**config.mk**
```make
export PLATFORM = sky130hd
export DESIGN_NAME = i2c_request_arbiter_flat
export DESIGN_NICKNAME = d
export VERILOG_FILES = /design/src/rtl/i2c_request_arbiter_pkg.sv /design/src/rtl/i2c_request_arbiter_if.sv /design/src/rtl/i2c_request_arbiter_rr_arbiter.sv /design/src/rtl/i2c_request_arbiter.sv /design/src/flat_wrapper.sv
export SDC_FILE = /design/constraint.sdc
export NUM_CORES = 1
export LEC_CHECK = 0
export CAP_MARGIN = 20
export CORE_MARGIN = 8
export CORE_UTILIZATION = 25
export CTS_CLUSTER_SIZE = 28
export DETAILED_ROUTE_END_ITERATION = 10
export GPL_TIMING_DRIVEN = 0
export HOLD_SLACK_MARGIN = 0.1
export SLEW_MARGIN = 20
export SYNTH_ARGS = -nofsm -noshare
export SYNTH_HDL_FRONTEND = slang
export SYNTH_SLANG_ARGS = --single-unit
```
**constraint.sdc**
```tcl
create_clock -name BUS_CLK -period 2.8 [get_ports BUS_CLK]
set_input_delay 0.56 -clock BUS_CLK [delete_from_list [all_inputs] [get_ports BUS_CLK]]
set_output_delay 0.56 -clock BUS_CLK [all_outputs]
set_load 0.005 [all_outputs]
```
**src/rtl/i2c_request_arbiter_pkg.sv**
```systemverilog
// i2c_arb_pkg: shared definitions for i2c_request_arbiter.
//   - arbiter FSM state encoding
//   - i2c_core register map (byte-wide BUS_* register bus)
//   - status register bit positions and transfer size limit
package i2c_arb_pkg;

  typedef enum logic [3:0] {
    IDLE,
    GRANT,
    W_ADDR,
    W_SIZEL,
    W_SIZEH,
    W_MEM,
    W_START,
    POLL_RD,
    POLL_CHK,
    M_RD,
    M_CAP,
    ABORT,
    RESP
  } state_t;

  // i2c_core register map
  localparam logic [3:0] REG_RST    = 4'd0;  // write: soft reset
  localparam logic [3:0] REG_START  = 4'd1;  // write: START, read: status
  localparam logic [3:0] REG_ADDR   = 4'd2;
  localparam logic [3:0] REG_SIZE_L = 4'd3;
  localparam logic [3:0] REG_SIZE_H = 4'd4;
  localparam logic [3:0] MEM_BASE   = 4'd8;

  // status register bits
  localparam int unsigned ST_DONE = 0;
  localparam int unsigned ST_NACK = 1;

  localparam int unsigned MAX_LEN = 4;

  // Core memory address of data byte i (0..3).
  function automatic logic [3:0] mem_addr(input logic [1:0] i);
    return MEM_BASE | {2'b00, i};
  endfunction

endpackage

```
**src/rtl/i2c_request_arbiter_if.sv**
```systemverilog
// i2c_request_arbiter_if: byte-wide register bus between the arbiter and
// the shared i2c_core.
//   CORE_ADD   register/memory address
//   CORE_WR    write strobe (CORE_WDATA valid)
//   CORE_RD    read strobe (CORE_RDATA valid the following cycle)
//   CORE_WDATA write data, zero when not writing
//   CORE_RDATA read data from the core
// master: arbiter side, slave: core side.
interface i2c_request_arbiter_if #(
  parameter int unsigned ABUSWIDTH = 16
);
  logic [ABUSWIDTH-1:0] CORE_ADD;
  logic                 CORE_WR;
  logic                 CORE_RD;
  logic [7:0]           CORE_WDATA;
  logic [7:0]           CORE_RDATA;

  modport master (
    output CORE_ADD, CORE_WR, CORE_RD, CORE_WDATA,
    input  CORE_RDATA
  );

  modport slave (
    input  CORE_ADD, CORE_WR, CORE_RD, CORE_WDATA,
    output CORE_RDATA
  );
endinterface

```
**src/rtl/i2c_request_arbiter_rr_arbiter.sv**
```systemverilog
// rr_arbiter: round-robin requester selection.
//   BUS_CLK, RST  clock, synchronous active-high reset
//   req           request vector
//   grant_en      commit win_id as the new last-granted pointer
//   win_id        lowest requesting index above the last grant, wrapping
//   win_vld       at least one request present
// After reset the pointer sits at N_REQ-1 so requester 0 wins first.
module rr_arbiter #(
  parameter  int unsigned N_REQ = 2,
  localparam int unsigned IW    = $clog2(N_REQ)
) (
  input  logic             BUS_CLK,
  input  logic             RST,
  input  logic [N_REQ-1:0] req,
  input  logic             grant_en,
  output logic [IW-1:0]    win_id,
  output logic             win_vld
);

  logic [IW-1:0] ptr_q, ptr_d;

  always_comb begin
    int unsigned c;
    win_id  = '0;
    win_vld = 1'b0;
    c       = 0;
    for (int unsigned off = 1; off <= N_REQ; off++) begin
      c = 32'(ptr_q) + off;
      if (c >= N_REQ) c = c - N_REQ;
      if (!win_vld && req[IW'(c)]) begin
        win_vld = 1'b1;
        win_id  = IW'(c);
      end
    end
  end

  always_comb begin
    ptr_d = ptr_q;
    if (grant_en) ptr_d = win_id;
  end

  always_ff @(posedge BUS_CLK) begin
    if (RST) ptr_q <= IW'(N_REQ - 1);
    else     ptr_q <= ptr_d;
  end

endmodule

```
**src/rtl/i2c_request_arbiter.sv**
```systemverilog
// i2c_request_arbiter: shares one i2c_core among N_REQ requesters.
// Grants requests round-robin, programs address/size, loads write bytes,
// starts the core, polls status (bounded by TIMEOUT polls), reads back
// received bytes and reports DONE with NACK/TMO.
//   BUS_CLK, RST  clock, synchronous active-high reset
//   REQ           level request per requester
//   REQ_ADDR      {slave[6:0], rw} per requester (rw=1 read)
//   REQ_LEN       byte count 1..4 per requester
//   REQ_WDATA     write bytes per requester, byte i at [8i+7:8i]
//   GNT, DONE     one-hot single-cycle pulses
//   RDATA         read bytes, NACK, TMO: valid with DONE, held to next GNT
//   BUSY          high from GNT through DONE
//   bus           core register bus (master side)
module i2c_request_arbiter
  import i2c_arb_pkg::*;
#(
  parameter int unsigned N_REQ     = 2,
  parameter int unsigned ABUSWIDTH = 16,
  parameter int unsigned TIMEOUT   = 65535
) (
  input  logic                  BUS_CLK,
  input  logic                  RST,
  input  logic [N_REQ-1:0]      REQ,
  input  logic [8*N_REQ-1:0]    REQ_ADDR,
  input  logic [3*N_REQ-1:0]    REQ_LEN,
  input  logic [32*N_REQ-1:0]   REQ_WDATA,
  output logic [N_REQ-1:0]      GNT,
  output logic [N_REQ-1:0]      DONE,
  output logic [31:0]           RDATA,
  output logic                  NACK,
  output logic                  TMO,
  output logic                  BUSY,
  i2c_request_arbiter_if.master bus
);

  localparam int unsigned IW = $clog2(N_REQ);
  localparam int unsigned PW = $clog2(TIMEOUT + 1);

  state_t          state_q, state_d;
  logic [IW-1:0]   id_q, id_d;
  logic [7:0]      addr_q, addr_d;
  logic [2:0]      len_q, len_d;
  logic [3:0][7:0] wdata_q, wdata_d;
  logic [3:0][7:0] rdata_q, rdata_d;
  logic [2:0]      idx_q, idx_d;
  logic [PW-1:0]   poll_q, poll_d;
  logic            nack_q, nack_d;
  logic            tmo_q, tmo_d;

  logic [N_REQ-1:0] gnt_c, done_c;
  logic             wr_c, rd_c;
  logic [3:0]       add_c;
  logic [7:0]       wdat_c;

  logic [IW-1:0] win_id;
  logic          win_vld;

  logic [7:0]  req_addr_a  [N_REQ];
  logic [2:0]  req_len_a   [N_REQ];
  logic [31:0] req_wdata_a [N_REQ];

  always_comb begin
    for (int unsigned i = 0; i < N_REQ; i++) begin
      req_addr_a[i]  = REQ_ADDR[8*i +: 8];
      req_len_a[i]   = REQ_LEN[3*i +: 3];
      req_wdata_a[i] = REQ_WDATA[32*i +: 32];
    end
  end

  rr_arbiter #(.N_REQ(N_REQ)) u_rr (
    .BUS_CLK  (BUS_CLK),
    .RST      (RST),
    .req      (REQ),
    .grant_en ((state_q == IDLE) && win_vld),
    .win_id   (win_id),
    .win_vld  (win_vld)
  );

  always_comb begin
    state_d = state_q;
    id_d    = id_q;
    addr_d  = addr_q;
    len_d   = len_q;
    wdata_d = wdata_q;
    rdata_d = rdata_q;
    idx_d   = idx_q;
    poll_d  = poll_q;
    nack_d  = nack_q;
    tmo_d   = tmo_q;
    gnt_c   = '0;
    done_c  = '0;
    wr_c    = 1'b0;
    rd_c    = 1'b0;
    add_c   = '0;
    wdat_c  = '0;

    case (state_q)
      IDLE: begin
        if (win_vld) begin
          id_d    = win_id;
          state_d = GRANT;
        end
      end

      GRANT: begin
        gnt_c[id_q] = 1'b1;
        addr_d  = req_addr_a[id_q];
        len_d   = req_len_a[id_q];
        wdata_d = req_wdata_a[id_q];
        rdata_d = '0;
        idx_d   = '0;
        tmo_d   = 1'b0;
        if (req_len_a[id_q] != 3'd0 && req_len_a[id_q] <= 3'(MAX_LEN)) begin
          nack_d  = 1'b0;
          state_d = W_ADDR;
        end else begin
          // Illegal length is rejected without touching the core.
          nack_d  = 1'b1;
          state_d = RESP;
        end
      end

      W_ADDR: begin
        wr_c    = 1'b1;
        add_c   = REG_ADDR;
        wdat_c  = addr_q;
        state_d = W_SIZEL;
      end

      W_SIZEL: begin
        wr_c    = 1'b1;
        add_c   = REG_SIZE_L;
        wdat_c  = {5'b0, len_q};
        state_d = W_SIZEH;
      end

      W_SIZEH: begin
        wr_c    = 1'b1;
        add_c   = REG_SIZE_H;
        state_d = addr_q[0] ? W_START : W_MEM;
      end

      W_MEM: begin
        wr_c   = 1'b1;
        add_c  = mem_addr(idx_q[1:0]);
        wdat_c = wdata_q[idx_q[1:0]];
        if (idx_q + 3'd1 == len_q) begin
          idx_d   = '0;
          state_d = W_START;
        end else begin
          idx_d = idx_q + 3'd1;
        end
      end

      W_START: begin
        wr_c    = 1'b1;
        add_c   = REG_START;
        poll_d  = '0;
        state_d = POLL_RD;
      end

      POLL_RD: begin
        rd_c    = 1'b1;
        add_c   = REG_START;
        state_d = POLL_CHK;
      end

      POLL_CHK: begin
        if (bus.CORE_RDATA[ST_DONE]) begin
          nack_d = bus.CORE_RDATA[ST_NACK];
          if (addr_q[0] && !bus.CORE_RDATA[ST_NACK]) begin
            idx_d   = '0;
            state_d = M_RD;
          end else begin
            state_d = RESP;
          end
        end else if (poll_q + PW'(1) == PW'(TIMEOUT)) begin
          state_d = ABORT;
        end else begin
          poll_d  = poll_q + PW'(1);
          state_d = POLL_RD;
        end
      end

      M_RD: begin
        rd_c    = 1'b1;
        add_c   = mem_addr(idx_q[1:0]);
        state_d = M_CAP;
      end

      M_CAP: begin
        rdata_d[idx_q[1:0]] = bus.CORE_RDATA;
        if (idx_q + 3'd1 == len_q) begin
          state_d = RESP;
        end else begin
          idx_d   = idx_q + 3'd1;
          state_d = M_RD;
        end
      end

      ABORT: begin
        wr_c    = 1'b1;
        add_c   = REG_RST;
        tmo_d   = 1'b1;
        nack_d  = 1'b0;
        state_d = RESP;
      end

      RESP: begin
        done_c[id_q] = 1'b1;
        state_d      = IDLE;
      end

      default: state_d = IDLE;
    endcase
  end

  always_ff @(posedge BUS_CLK) begin
    if (RST) begin
      state_q <= IDLE;
      id_q    <= '0;
      addr_q  <= '0;
      len_q   <= '0;
      wdata_q <= '0;
      rdata_q <= '0;
      idx_q   <= '0;
      poll_q  <= '0;
      nack_q  <= 1'b0;
      tmo_q   <= 1'b0;
    end else begin
      state_q <= state_d;
      id_q    <= id_d;
      addr_q  <= addr_d;
      len_q   <= len_d;
      wdata_q <= wdata_d;
      rdata_q <= rdata_d;
      idx_q   <= idx_d;
      poll_q  <= poll_d;
      nack_q  <= nack_d;
      tmo_q   <= tmo_d;
    end
  end

  // State-decoded outputs are masked by RST so strobes drop in the reset cycle.
  assign GNT            = RST ? '0 : gnt_c;
  assign DONE           = RST ? '0 : done_c;
  assign BUSY           = !RST && (state_q != IDLE);
  assign RDATA          = rdata_q;
  assign NACK           = nack_q;
  assign TMO            = tmo_q;
  assign bus.CORE_WR    = wr_c && !RST;
  assign bus.CORE_RD    = rd_c && !RST;
  assign bus.CORE_ADD   = RST ? '0 : ABUSWIDTH'(add_c);
  assign bus.CORE_WDATA = RST ? '0 : wdat_c;

endmodule

```
**src/flat_wrapper.sv**
```systemverilog
// flat-port wrapper written by rule: the top's interface ports become plain ports
module i2c_request_arbiter_flat import i2c_arb_pkg::*;
#(
  parameter int unsigned N_REQ     = 2,
  parameter int unsigned ABUSWIDTH = 16,
  parameter int unsigned TIMEOUT   = 65535
)
  (BUS_CLK, RST, REQ, REQ_ADDR, REQ_LEN, REQ_WDATA, GNT, DONE, RDATA, NACK, TMO, BUSY, bus_CORE_ADD, bus_CORE_WR, bus_CORE_RD, bus_CORE_WDATA, bus_CORE_RDATA);
  i2c_request_arbiter_if #(.ABUSWIDTH(ABUSWIDTH)) bus_i ();
  input  logic BUS_CLK;
  input  logic RST;
  input  logic [N_REQ-1:0] REQ;
  input  logic [8*N_REQ-1:0] REQ_ADDR;
  input  logic [3*N_REQ-1:0] REQ_LEN;
  input  logic [32*N_REQ-1:0] REQ_WDATA;
  output logic [N_REQ-1:0] GNT;
  output logic [N_REQ-1:0] DONE;
  output logic [31:0] RDATA;
  output logic NACK;
  output logic TMO;
  output logic BUSY;
  output wire logic [$bits(bus_i.CORE_ADD)-1:0] bus_CORE_ADD;
  output wire logic [$bits(bus_i.CORE_WR)-1:0] bus_CORE_WR;
  output wire logic [$bits(bus_i.CORE_RD)-1:0] bus_CORE_RD;
  output wire logic [$bits(bus_i.CORE_WDATA)-1:0] bus_CORE_WDATA;
  input wire logic [$bits(bus_i.CORE_RDATA)-1:0] bus_CORE_RDATA;
  assign bus_CORE_ADD = bus_i.CORE_ADD;
  assign bus_CORE_WR = bus_i.CORE_WR;
  assign bus_CORE_RD = bus_i.CORE_RD;
  assign bus_CORE_WDATA = bus_i.CORE_WDATA;
  assign bus_i.CORE_RDATA = bus_CORE_RDATA;
  i2c_request_arbiter #(.N_REQ(N_REQ), .ABUSWIDTH(ABUSWIDTH), .TIMEOUT(TIMEOUT)) u_core (.BUS_CLK(BUS_CLK), .RST(RST), .REQ(REQ), .REQ_ADDR(REQ_ADDR), .REQ_LEN(REQ_LEN), .REQ_WDATA(REQ_WDATA), .GNT(GNT), .DONE(DONE), .RDATA(RDATA), .NACK(NACK), .TMO(TMO), .BUSY(BUSY), .bus(bus_i));
endmodule
```
* After elaboration in Yosys (flattened, before gate mapping) *
Index checks and enable logic that the tools add are counted.

storage, ports and cells
  register bits = 102
  bits in latches = 0
  RAM bits = 0
  ROM bits = 0
  bits of input ports = 98
  output and inout port bits = 65
  memories = 0

operators by class
  add/sub/neg operators = 6
  multipliers = 0
  divide/modulo/power cells = 0
  order comparisons = 10
  equal/unequal tests = 21
  shift-type cells = 0
  multiplexer cells = 58
  bitwise logic cells = 1
  reduce and logical (&&, ||, !) cells = 29

operators by type and width
  kind                                                                    count
  32-bit 2-to-1 mux                                                       3
  32-bit case mux with 2 select lines                                     1
  8-bit 2-to-1 mux                                                        6
  4-bit case mux with 12 select lines                                     1
  32-bit bitwise mux                                                      1
  16-bit 2-to-1 mux                                                       2
  16-bit case mux with 2 select lines                                     1
  3-bit 2-to-1 mux                                                        9
  4-bit 2-to-1 mux                                                        6
  8-bit case mux with 3 select lines                                      1
  4-bit equality test (second input constant)                             5
  4-bit case mux with 5 select lines                                      1
  16-bit by 1-bit adder with 16-bit output (second input constant)        1
  8-bit binary-select mux with 2-bit select                               1
  8-bit demux with 2-bit select                                           1
  16-bit equality test (second input constant)                            1
  4-bit by 3-bit equality test with 1-bit output (second input constant)  4
  1-bit 2-to-1 mux                                                        15
  3-bit case mux with 4 select lines                                      1
  2-bit 2-to-1 mux                                                        5
  1-bit logical AND                                                       9
  4-bit by 2-bit equality test with 1-bit output (second input constant)  2
  2-bit inequality test (second input constant)                           4
  4-bit nonzero test                                                      2
  other kinds (27)                                                        42

* Longest topological paths before layout *
Gate-level depths: netlist (run 1).

  depth after elaboration = 11
  gate-level depth with buffers = 10
  mapped depth without buffers = 8

* Cells and area by module *
From an unflattened synthesis (run 1), not the netlist that was laid out.

unflattened totals
  cells, all modules = 669
  area total of the unflattened synthesis = 5502.8 um2

by module, submodules not included
  module               instances  cells an instance  area each (um2)
  i2c_request_arbiter  1          664                5454.0
  rr_arbiter           1          5                  48.8

* Least setup slack after synthesis (run 1) *
No wires, ideal clock.

  kind = register -> register
  start point = register u_core.idx_q[0]
  end point = register u_core.state_q[2]
  data arrival time = 2.330 ns
  setup slack = 0.396 ns
  stages on the path, launching flop included = 11
  clock period less this slack = 2.404 ns
  cell sequence = dfxtp_1 -> clkbuf_1 -> clkbuf_1 -> inv_1 -> ha_1 -> xnor2_1 -> nand3_1 -> o21ai_0 -> a32oi_1 -> or2_2 -> a31oi_1

between the ends
  longest elaborated chain between the ends = 4

RTL lines
  element                                                                               RTL line                                                text
  from (decl)                                                                           i2c_request_arbiter.sv:45                               logic [2:0] idx_q, idx_d;
  from (signal assigned)                                                                i2c_request_arbiter.sv:237                              idx_q <= idx_d;
  3-bit by 1-bit adder with 3-bit output *                                              i2c_request_arbiter.sv:147, i2c_request_arbiter.sv:193
  3-bit equality test *                                                                 i2c_request_arbiter.sv:147, i2c_request_arbiter.sv:193
  3-bit 2-to-1 mux or 2-bit by 1-bit inequality test with 1-bit output (tied branches)  --
  4-bit case mux with 12 select lines or 2-bit AND reduction (tied branches)            --
  to (signal assigned)                                                                  i2c_request_arbiter.sv:231                              state_q <= state_d;
  to (decl)                                                                             i2c_request_arbiter.sv:39                               state_t state_q, state_d;

Every way passes the cells marked *; elsewhere a longest branch is shown, timed or not.
A chain may end at the register's enable or synchronous reset.

* Final worst setup path (run 1) *
  start point = register u_core.state_q[0]
  end point = output port BUSY

between the ends
  longest elaborated chain between the ends = 2

RTL lines
  element             RTL line                    text
  4-bit nonzero test  i2c_request_arbiter.sv:247  assign BUSY = !RST && (state_q != IDLE);
  1-bit logical AND   i2c_request_arbiter.sv:247
  to (decl)           flat_wrapper.sv:21          output logic BUSY;

Every way passes these cells.

==> summary.md, run 1 <==
| Metric | Value |
|---|---|
| Total DRC errors in the routed layout | 0 |
| Vias | 5326 |
| Flip-flop and latch count after synthesis | 102 |
| Maximum level of the CTS H-tree | 3 |
| Run status | finished clean |
| Portion of the post-synthesis area used by sequential elements | 38.3% |
| Met3 Resource Use GR | 4.63% |
| Worst path arrival time | 2.19 ns |
| Syn Area/Cell | 8.29 µm² |
| Die footprint | 26200 µm² |
| Final critical-path setup slack | 0.0544 ns |
| HPWL reported at the end of detailed placement | 14700 µm |
| Length in cells of the worst reg-to-reg path | 7 |
| Worst slack, placed | -0.675 ns |
| Routing usage on met2 | 23.8% |
| Die extent in x | 162 µm |
| Later-pin clock latency in the skew report | 0.35 ns |
| Top cells by area, synth | sky130_fd_sc_hd__dfxtp_1 38%, sky130_fd_sc_hd__mux2i_1 8.8%, sky130_fd_sc_hd__a211oi_1 6.1% |
| Via count normalized by instance count | 4.85 |
| First-pass GRT wire length | 29900 µm |
| CTS hold repair buffers | 0 |
| End point of the critical path | BUSY |
| Clock period minus worst slack | 2.75 ns |
| Cell chosen for the clock root | sky130_fd_sc_hd__clkbuf_16 |
| Wire length after detailed routing | 18800 µm |
| Final RePlAce weighted congestion | 0.863 |
| Critical Path Source | u_core.state_q[0] |
| Number of antenna violations at the first check in global routing | 1 |
| Source of the worst register-to-register timing path | u_core.poll_q[1] |
| Biggest fanout along the worst timing path | 10 |
| Most common library cells after synthesis | 102 x sky130_fd_sc_hd__dfxtp_1, 74 x sky130_fd_sc_hd__nor2_1, 57 x sky130_fd_sc_hd__a21oi_1 |
| Area leader, netlist | sky130_fd_sc_hd__dfxtp_1 |
| Netlist area before placement | 5330 µm² |
| DR iter-0 viols | 243 |
| Largest stage delay on the critical path | 0.47 ns |
| Final clock skew | 0.00889 ns |
| FF+latch area | 2050 µm² |
| IO buf count | 150 |
| Clock transition at the register clock pins on the worst setup and hold paths after CTS | 0.07 ns |
| Io pins | 163 |
| Static Leakage | 2.67 nW |
| Number of detailed-routing iterations run before antenna repair | 5 |
| Number of maximum-capacitance constraint violations | 0 |
| Core region area | 21000 µm² |
| Worst slew slack as a fraction of its limit | 53.1% |
| Final total power | 6.16 mW |
| Pin count of the biggest net entering global routing | 16 |
| CP Class | reg -> out |
| Final worst path period share | 98.1% |
| Share of cells above drive strength 1 | 10.3% |
| Pins Over Slew Limit | 0 |
| RR Endpoint | u_core.state_q[2] |
| Area of all placed cells without fillers | 7780 µm² |
| Remaining Overflow, GRT | 0 |
| Initial Util | 25.4% |
| Proportion of register bits with asynchronous set or reset after synthesis | 0% |
| Setup violation total in the final timing report | 0 |
| Most congested layer reported by global routing | met2 |
| Clock tree from TritonCTS | built |
| Data required, critical path | 2.24 ns |
| Die H | 162 µm |
| Most instantiated flip-flop cell in the synthesis netlist | sky130_fd_sc_hd__dfxtp_1 |
| Worst-margin pin slew | 0.704 ns |
| Antenna Nets Post-Route | 0 |
| Kind of launch point of the worst setup path | flop |
| Total area of multi-input combinational cells | 3100 µm² |
| Area share of the leading cell type in the synthesized netlist | 38.3% |
| Number of rows created at floorplan | 53 |
| Area after DPL | 7210 µm² |
| Yosys synthesis warning count | 0 |
| Bufs on Longest Clock Path | 2 |
| All-layer global routing usage | 14.4% |
| Worst-path cell chain | buf_4 -> or2_2 -> nor3_1 -> nor2_1 -> clkdlybuf4s50_1 |
| Worst min-delay path class | reg -> reg |
| Worst ir drop on vdd | 0.326 mV |
| Highest-delay cell along the critical path | sky130_fd_sc_hd__clkdlybuf4s50_1 |
| Met1 GRT Util | 17.7% |
| Routed len/inst | 17.1 µm |
| Post-synth EDFFs | 0 |
| TritonCTS buffer count | 9 |
| Reg2Reg Setup Slack | 0.34 ns |
| FMAX | 364 MHz |
| Via count of the first global-routing pass | 5445 |
| Netlist cell types | 51 |
| Instance count of the mapped netlist | 643 |
| Fill cell instance count of the final layout | 2215 |
| Net total in the final layout | 924 |
| Capturing element type of the critical path | primary output |
| Power per cell area | 792 nW/µm² |
| Area growth, synth to finish | 46.0% |
| Number of sinks handled by clock tree synthesis | 102 |
| Unrepaired setup endpoints after global routing | true |
| Most frequent cell after synthesis | sky130_fd_sc_hd__dfxtp_1 |
| Final Hold Violating Endpoints | 0 |
critical path: cells and delay by family (launching register included):
family	cells	cell delay, ns
simple gates	3	0.84
buf+inv	2	0.65
flops	1	0.33
power by group:
| group | switching (mW) | internal [mW] | total [mW] |
|---|---|---|---|
| Clock | 0.560 | 0.861 | 1.42 |
| Sequential | 0.255 | 1.81 | 2.07 |
| Combinational | 1.50 | 1.17 | 2.67 |
routing by layer:
layer	vias to the layer above	part of all wire, %
li1	2679	-
met1	2452	45
met2	177	47
met3	16	7.4
met4	2	0.88
met5	-	0.069
layout make-up:
class                      count  share of cell area, %
antenna                        1                 0.0322
buffer                        60                   4.92
clock buffer                   9                   2.90
clock inverter                 5                   1.29
inverter                       8                  0.418
multi-input combinational    484                   39.9
sequential                   102                   26.3
tap                          275                   4.42
timing repair buffer         155                   19.8
what timing repair did:
| action | in CTS | in global routing |
|---|---|---|
| resized for setup | 69 | 17 |
| endpoints found under the setup margin | 21 | 14 |
| buffers inserted | 2 | 3 |
| pin swaps | 2 | 2 |
sequential cells by signal, summed over array words and instances (netlist names):
register	cells
u_core.state_q	4
u_core.RDATA	32
u_core.idx_q	3
u_core.wdata_q	32
u_core.TMO	1
u_core.NACK	1
u_core.id_q	1
u_core.addr_q	8
u_core.len_q	3
u_core.u_rr.ptr_q	1
u_core.poll_q	16
how the worst min path moves through the flow:
stage	start	end	slack, ns	depth (start not counted)
2_1_floorplan	u_core.poll_q[15]	u_core.poll_q[15]	0.44	1
3_3_place_gp	u_core.RDATA[15]	u_core.RDATA[15]	0.46	2
3_5_place_dp	u_core.RDATA[12]	u_core.RDATA[12]	0.46	2
4_1_cts	u_core.RDATA[12]	u_core.RDATA[12]	0.47	2
5_1_grt	u_core.RDATA[10]	u_core.RDATA[10]	0.49	2
6_report	u_core.RDATA[16]	u_core.RDATA[16]	0.47	2
layout by cell type (no fill, tap or decap), types with 5 or more instances in the layout:
master                            netlist  final
sky130_fd_sc_hd__nor3_1                13     11
sky130_fd_sc_hd__clkbuf_4               0      7
sky130_fd_sc_hd__clkbuf_1              41     23
sky130_fd_sc_hd__nand4_1                8      8
sky130_fd_sc_hd__or2_2                  5      5
sky130_fd_sc_hd__mux2i_1               47     47
sky130_fd_sc_hd__nand2_1               56     55
sky130_fd_sc_hd__nand3_1               52     51
sky130_fd_sc_hd__buf_1                  6      5
sky130_fd_sc_hd__clkbuf_8               0      7
sky130_fd_sc_hd__a22oi_1                7      7
sky130_fd_sc_hd__nor2_1                74     70
sky130_fd_sc_hd__dlygate4sd2_1          0      6
sky130_fd_sc_hd__clkbuf_16              0      9
sky130_fd_sc_hd__and2_1                 7      7
sky130_fd_sc_hd__mux4_2                 8      8
sky130_fd_sc_hd__buf_4                 12     18
sky130_fd_sc_hd__o21ai_0               13     12
sky130_fd_sc_hd__o31ai_1                9      9
sky130_fd_sc_hd__inv_1                  8      7
sky130_fd_sc_hd__a21oi_1               57     57
sky130_fd_sc_hd__clkdlybuf4s50_1        0    140
sky130_fd_sc_hd__ha_1                   6      6
sky130_fd_sc_hd__dfxtp_1              102     99
sky130_fd_sc_hd__a211oi_1              43     43
sky130_fd_sc_hd__conb_1                 1     12
per-stage QoR:
stage	utilization, %	instances	hold slack (ns)	setup TNS (ns)
after floorplan	-	654	0.439	0
after global placement	34.4	1079	0.455	-6.87
after detailed placement	34.4	1079	0.460	-7.12
after CTS	36.9	1095	0.469	-0.0127
after global routing	37.1	1098	0.486	-0.0598
final	37.1	1099	0.468	0
logic make-up after synthesis:
kind of cell             count (synthesis)  synth area share [%]
AO/OA/AOI/OAI                          154                  18.7
XOR/XNOR                                 7                  1.41
adder cells (fa/ha/maj)                  6                  1.41
buffers and inverters                   68                  5.66
flip-flops                             102                  38.3
multiplexers                            55                  12.2
other                                    1                0.0704
AND/OR/NAND/NOR                        250                  22.2
Power figures use the tool's default switching activity.
==> inputs of run 2 (changes only) <==
PLACE_DENSITY = 0.52   (was default)
clock period = 3.55 ns   (was 2.8 ns; I/O delays follow)
==> run 2 against run 1 <==
  * Combinational power down 27%
  * First-iteration DRC count increased by 33%
  * Largest cell class unchanged
  * Highest routed layer is now met4
  * Critical path type is now in -> out
  * Critical path depth down 1
==> summary.md, run 2 (synthesis results as in run 1) <==
| Metric | Value |
|---|---|
| Maximum level of the CTS H-tree | 3 (unchanged) |
| Initial Util | 25.4% (unchanged) |
| Most frequent standard cell in the layout excluding fill and tap cells | sky130_fd_sc_hd__clkdlybuf4s50_1 (unchanged) |
| Number of rows created at floorplan | 53 (unchanged) |
| Hold Crit Start | u_core.RDATA[16] (unchanged) |
| Source of the worst register-to-register timing path | u_core.state_q[2] (was u_core.poll_q[1]) |
| Critical Path Source | RST (was u_core.state_q[0]) |
| Total setup buffers inserted after CTS | 0 (was 2) |
| Pin count of the biggest net entering global routing | 19 (was 16) |
| Run status | finished clean (unchanged) |
| Later-pin clock latency in the skew report | 0.35 ns (about the same) |
| Switching power | 1.83 mW (was 2.31 mW) |
| Share of cells above drive strength 1 | 6.95% (was 10.3%) |
| Int Pwr | 2.92 mW (was 3.85 mW) |
| Area after DPL | 7210 µm² (unchanged) |
| Final clock skew | 0.00620 ns (was 0.00889 ns) |
| Clock tree from TritonCTS | built (unchanged) |
| Fill cell instance count of the final layout | 2222 (was 2215) |
| Via count normalized by instance count | 4.82 (was 4.85) |
| Kind of launch point of the worst setup path | input port (was flop) |
| Hold-critical path endpoint | u_core.RDATA[16] (unchanged) |
| Worst slew slack as a fraction of its limit | 43.1% (was 53.1%) |
| Hold Crit Depth | 2 (unchanged) |
| Remaining Overflow, GRT | 0 (unchanged) |
| Unrepaired setup endpoints after global routing | false (was true) |
| Switching share of power | 38.5% (was 37.5%) |
| Final Hold Violating Endpoints | 0 (unchanged) |
| Antenna fix cells | 0 (was 1) |
| Capturing element type of the critical path | primary output (unchanged) |
| Final worst path period share | 99.5% |
| Routed len/inst | 17.4 µm (was 17.1 µm) |
| Total DRC errors in the routed layout | 0 (unchanged) |
| IO buf count | 150 (unchanged) |
| Vias | 5283 (was 5326) |
| CTS hold repair buffers | 0 (unchanged) |
| Sequential fraction of design power | 34.1% (was 33.5%) |
| Number of detailed-routing iterations run before antenna repair | 5 (unchanged) |
| Reg2Reg Setup Slack | 1.04 ns (was 0.34 ns) |
| Data required, critical path | 2.84 ns (was 2.24 ns) |
| Top library cells by usage in the layout, fill and taps aside | 150 x sky130_fd_sc_hd__clkdlybuf4s50_1, 102 x sky130_fd_sc_hd__dfxtp_1, 73 x sky130_fd_sc_hd__nor2_1 (was 140 x sky130_fd_sc_hd__clkdlybuf4s50_1, 99 x sky130_fd_sc_hd__dfxtp_1, 70 x sky130_fd_sc_hd__nor2_1) |
| Total area of multi-input combinational cells | 3040 µm² (was 3100 µm²) |
| Setup violation total in the final timing report | 0 (unchanged) |
| Area growth, synth to finish | 42.7% (was 46.0%) |
| Biggest fanout along the worst timing path | 10 (unchanged) |
| Power per cell area | 624 nW/µm² (was 792 nW/µm²) |
| Clock period minus worst slack | 3.53 ns |
| Worst-margin pin slew | 0.854 ns (was 0.704 ns) |
| Length in cells of the worst reg-to-reg path | 7 (unchanged) |
| Number of maximum-capacitance constraint violations | 0 (unchanged) |
| HPWL reported at the end of detailed placement | 15000 µm (was 14700 µm) |
| Die H | 162 µm (unchanged) |
| Bufs on Longest Clock Path | 2 (unchanged) |
| Clock transition at the register clock pins on the worst setup and hold paths after CTS | 0.07 ns (about the same) |
| RR Endpoint | u_core.poll_q[11] (was u_core.state_q[2]) |
| Worst ir drop on vdd | 0.267 mV (was 0.326 mV) |
| Final RePlAce weighted congestion | 0.821 (was 0.863) |
| Number of sinks handled by clock tree synthesis | 102 (unchanged) |
| Area of all placed cells without fillers | 7600 µm² (was 7780 µm²) |
| Net total in the final layout | 919 (was 924) |
| Die extent in x | 162 µm (unchanged) |
| Cell chosen for the clock root | sky130_fd_sc_hd__clkbuf_16 (unchanged) |
| Wire length after detailed routing | 19100 µm (was 18800 µm) |
| DR iter-0 viols | 324 (was 243) |
| FMAX | 283 MHz |
| First-pass GRT wire length | 30000 µm (was 29900 µm) |
| Worst path arrival time | 2.82 ns (was 2.19 ns) |
| FF+latch area | 2040 µm² (was 2050 µm²) |
| Pins Over Slew Limit | 0 (unchanged) |
| Fin Setup TNS | 0 ns (unchanged) |
| Antenna Nets Post-Route | 0 (unchanged) |
| Via count of the first global-routing pass | 5307 (was 5445) |
| Die footprint | 26200 µm² (unchanged) |
| CP Class | in -> out (was reg -> out) |
| Static Leakage | 2.50 nW (was 2.67 nW) |
| Share of total power in combinational logic | 40.9% (was 43.4%) |
| Core region area | 21000 µm² (unchanged) |
| TritonCTS buffer count | 9 (unchanged) |
| Worst min-delay path class | reg -> reg (unchanged) |
| Io pins | 163 (unchanged) |
| Number of antenna violations at the first check in global routing | 0 (was 1) |
| All-layer global routing usage | 14.5% (was 14.4%) |
| Clock network power share | 25.0% (was 23.1%) |
run 2: cell count changes in the layout (fill, tap and decap cells not counted), moves of 6 or more:
cell                              previous run  this run
sky130_fd_sc_hd__buf_4                      18        12
sky130_fd_sc_hd__clkbuf_1                   23        31
sky130_fd_sc_hd__clkbuf_2                    2         9
sky130_fd_sc_hd__clkbuf_4                    7         1
sky130_fd_sc_hd__clkbuf_8                    7         0
sky130_fd_sc_hd__clkdlybuf4s50_1           140       150
sky130_fd_sc_hd__dlygate4sd2_1               6         0
run 2: worst max-delay path by stage:
stage,end,slack [ns],depth (start not counted)
CTS,bus_CORE_ADD[1],0.008,5
floorplan,bus_CORE_WDATA[3],1.12,5
detailed placement,GNT[0],-0.23,5
finish,DONE[1],0.02,4
global route,DONE[1],0.002,4
global placement,GNT[0],-0.20,5
run 2: worst max-delay path: stages:
cell	delay, ns
sky130_fd_sc_hd__clkdlybuf4s50_1	0.49
sky130_fd_sc_hd__clkbuf_1	0.32
sky130_fd_sc_hd__nor4b_1	0.67
sky130_fd_sc_hd__clkdlybuf4s50_1	0.63
run 2: what timing repair did:
item                       CTS  global route
setup endpoints to repair   11            12
gates resized for setup      7            13
hold endpoints to repair     0             0
run 2: power by group through the flow:
stage          Sequential, mW  Combinational (mW)  Clock [mW]
2_1_floorplan            1.56                1.31           0
3_3_place_gp             1.64                1.92           0
3_5_place_dp             1.64                1.92           0
4_1_cts                  1.62                1.93        1.21
5_1_grt                  1.65                2.15        1.26
6_report                 1.62                1.94        1.18
run 2: routing by layer:
metal / routed length (µm) / GRT usage, % / part of all wire (%)
met1: 8670 / 18.2 / 45
met2: 8930 / 23.8 / 47
met3: 1300 / 4.66 / 6.8
met4: 165 / 2.99 / 0.87
met5: 0 / 0 / 0
run 2: per-stage QoR:
stage | cells | hold WS (ns) | worst slack (ns) | utilization, % | power (mW)
2_1_floorplan | 654 | 0.439 | 1.12 | - | 2.88
3_3_place_gp | 1079 | 0.452 | -0.201 | 34.4 | 3.56
3_5_place_dp | 1079 | 0.457 | -0.232 | 34.4 | 3.57
4_1_cts | 1095 | 0.467 | 0.00820 | 36.2 | 4.76
5_1_grt | 1095 | 0.482 | 0.00195 | 36.3 | 5.06
6_report | 1095 | 0.465 | 0.0168 | 36.3 | 4.74
run 2: layout make-up:
cell class,instances,area share (%)
clock inverters,7,1.68
well taps,275,4.53
inverters,8,0.395
flip-flops and latches,102,26.9
repair buffers,150,19.8
multi-input cells,484,40.0
clock buffers,9,2.96
plain buffers,60,3.77
==> inputs of run 3 (changes only) <==
CTS_CLUSTER_SIZE = 24   (was 28)
PLACE_DENSITY = default   (was 0.52)
==> run 3 against run 2 <==
  * Power down 7.0%
  * Combinational power down 12%
  * Sequential power about the same
  * Sequential cell count unchanged
==> summary.md, run 3 (synthesis results as in run 1) <==
| Metric | Value |
|---|---|
| Run status | finished clean (unchanged) |
| Fraction of the core area covered by cells at the end of the flow | 36.0% (was 36.3%) |
| Number of detailed-routing iterations run before antenna repair | 5 (unchanged) |
| Number of maximum-capacitance constraint violations | 0 (unchanged) |
| Worst slack, placed | -0.225 ns (was -0.232 ns) |
| Clock transition at the register clock pins on the worst setup and hold paths after CTS | 0.06 ns (was 0.07 ns) |
| Maximum level of the CTS H-tree | 3 (unchanged) |
| Length in cells of the worst reg-to-reg path | 9 (was 7) |
| Die extent in x | 162 µm (unchanged) |
| Io pins | 163 (unchanged) |
| Worst-path cell chain | clkdlybuf4s50_1 -> inv_1 -> nand3_1 -> nor2_1 -> clkdlybuf4s50_1 (was clkdlybuf4s50_1 -> clkbuf_1 -> nor4b_1 -> clkdlybuf4s50_1) |
| Final clock skew | 0.00651 ns (was 0.00620 ns) |
| CTS hold repair buffers | 0 (unchanged) |
| Hold Crit Start | u_core.RDATA[16] (unchanged) |
| Hold Crit Depth | 2 (unchanged) |
| Die footprint | 26200 µm² (unchanged) |
| Pins Over Slew Limit | 0 (unchanged) |
| Final worst path period share | 97.3% (was 99.5%) |
| Clock tree from TritonCTS | built (unchanged) |
| Bufs on Longest Clock Path | 2 (unchanged) |
| Most frequent standard cell in the layout excluding fill and tap cells | sky130_fd_sc_hd__clkdlybuf4s50_1 (unchanged) |
| Source of the worst register-to-register timing path | u_core.idx_q[1] (was u_core.state_q[2]) |
| Unrepaired setup endpoints after global routing | false (unchanged) |
| Kind of launch point of the worst setup path | input port (unchanged) |
| Final critical-path setup slack | 0.0971 ns (was 0.0168 ns) |
| Clock period minus worst slack | 3.45 ns (was 3.53 ns) |
| Number of sinks handled by clock tree synthesis | 102 (unchanged) |
| All-layer global routing usage | 14.3% (was 14.5%) |
| Power per cell area | 584 nW/µm² (was 624 nW/µm²) |
| First-pass GRT wire length | 29800 µm (was 30000 µm) |
| Wire length after detailed routing | 18600 µm (was 19100 µm) |
| DR iter-0 viols | 310 (was 324) |
| Total DRC errors in the routed layout | 0 (unchanged) |
| Highest-delay cell along the critical path | sky130_fd_sc_hd__clkdlybuf4s50_1 (was sky130_fd_sc_hd__nor4b_1) |
| Number of antenna violations at the first check in global routing | 1 (was 0) |
| Final RePlAce weighted congestion | 0.863 (was 0.821) |
| Worst slew slack as a fraction of its limit | 42.0% (was 43.1%) |
| Area after DPL | 7210 µm² (unchanged) |
| CP Class | in -> out (unchanged) |
| Setup violation total in the final timing report | 0 (unchanged) |
| FMAX | 290 MHz (was 283 MHz) |
| TritonCTS buffer count | 9 (unchanged) |
| Final total power | 4.41 mW (was 4.74 mW) |
| Via count normalized by instance count | 4.80 (was 4.82) |
| Worst ir drop on vdd | 0.204 mV (was 0.267 mV) |
| Initial Util | 25.4% (unchanged) |
| Worst-margin pin slew | 0.869 ns (was 0.854 ns) |
| Pin count of the biggest net entering global routing | 16 (was 19) |
| Antenna fix cells | 0 (unchanged) |
| Final Hold Violating Endpoints | 0 (unchanged) |
| Fin Setup TNS | 0 ns (unchanged) |
| Number of rows created at floorplan | 53 (unchanged) |
| Hold-critical path endpoint | u_core.RDATA[16] (unchanged) |
| Top cell by count, worst path | sky130_fd_sc_hd__clkdlybuf4s50_1 (unchanged) |
| Net total in the final layout | 918 (was 919) |
| Worst path arrival time | 2.74 ns (was 2.82 ns) |
| Area of all placed cells without fillers | 7550 µm² (was 7600 µm²) |
| Top library cells by usage in the layout, fill and taps aside | 150 x sky130_fd_sc_hd__clkdlybuf4s50_1, 102 x sky130_fd_sc_hd__dfxtp_1, 73 x sky130_fd_sc_hd__nor2_1 (unchanged) |
| Biggest fanout along the worst timing path | 9 (was 10) |
| Core region area | 21000 µm² (unchanged) |
| RR Endpoint | u_core.state_q[2] (was u_core.poll_q[11]) |
| IO buf count | 150 (unchanged) |
| Data required, critical path | 2.84 ns (about the same) |
| Later-pin clock latency in the skew report | 0.35 ns (about the same) |
| Reg2Reg Setup Slack | 0.97 ns (was 1.04 ns) |
| Remaining Overflow, GRT | 0 (unchanged) |
| Area growth, synth to finish | 41.8% (was 42.7%) |
| Critical Path Source | RST (unchanged) |
| Antenna Nets Post-Route | 0 (unchanged) |
| Capturing element type of the critical path | primary output (unchanged) |
| Largest stage delay on the critical path | 0.56 ns (was 0.67 ns) |
| Static Leakage | 2.48 nW (was 2.50 nW) |
| Via count of the first global-routing pass | 5421 (was 5307) |
| Share of cells above drive strength 1 | 6.36% (was 6.95%) |
| Cell chosen for the clock root | sky130_fd_sc_hd__clkbuf_16 (unchanged) |
| Routed len/inst | 17.0 µm (was 17.4 µm) |
| Die H | 162 µm (unchanged) |
| HPWL reported at the end of detailed placement | 14700 µm (was 15000 µm) |
| Vias | 5243 (was 5283) |
| Worst min-delay path class | reg -> reg (unchanged) |
run 3: changes by cell type in the layout (fill, tap and decap cells not counted), sizes merged:
cell / delta
inv: -3
clkbuf: -1
clkinv: +1
run 3: timing repair:
action / in CTS / in global routing
endpoints found under the setup margin: 10 / 11
endpoints found under the hold margin: 0 / 0
resized for setup: 7 / 6
pin swaps: 0 / 0
buffers inserted: 0 / 0
run 3: worst max-delay path: cells and delay by family:
family | cells | cell delay (ns)
buffers and inverters | 3 | 1.41
and+or+nand+nor | 2 | 0.61
run 3: worst max-delay path by stage:
stage,slack (ns),to,depth (start not counted)
final,0.1,bus_CORE_WDATA[3],5
after global routing,0.009,bus_CORE_ADD[0],7
after floorplan,1.12,bus_CORE_WDATA[3],5
after detailed placement,-0.23,GNT[0],5
after global placement,-0.22,GNT[0],5
after CTS,0.02,bus_CORE_WDATA[3],6
run 3: layer usage:
| layer | part of all wire [%] | wire, µm | GRT usage, % |
|---|---|---|---|
| met1 | 45 | 8400 | 17.6 |
| met2 | 46 | 8530 | 23.5 |
| met3 | 7.5 | 1380 | 4.68 |
| met4 | 1.3 | 235 | 3.79 |
| met5 | 0.070 | 13 | 0 |
run 3: final cells by class:
| class | count | area [µm²] |
|---|---|---|
| Multi-Input combinational cell | 484 | 3030 |
| Sequential cell | 102 | 2040 |
| Tap cell | 275 | 344 |
| Inverter | 8 | 30.0 |
| Fill cell | 2220 | 13400 |
| Buffer | 59 | 278 |
| Clock buffer | 9 | 225 |
| Timing Repair Buffer | 150 | 1500 |
| Clock inverter | 5 | 100 |
run 3: stage by stage:
step	instances	hold WS [ns]
final	1092	0.467
after global routing	1092	0.486
after CTS	1093	0.469
after detailed placement	1079	0.460
after global placement	1079	0.455
after floorplan	654	0.439
run 3: report_power, final:
group          internal, mW  switching [mW]  leakage, nW
logic                 0.711           0.988         1.49
registers              1.41           0.190        0.830
clock network         0.679           0.436        0.161
total                  2.80            1.61         2.48
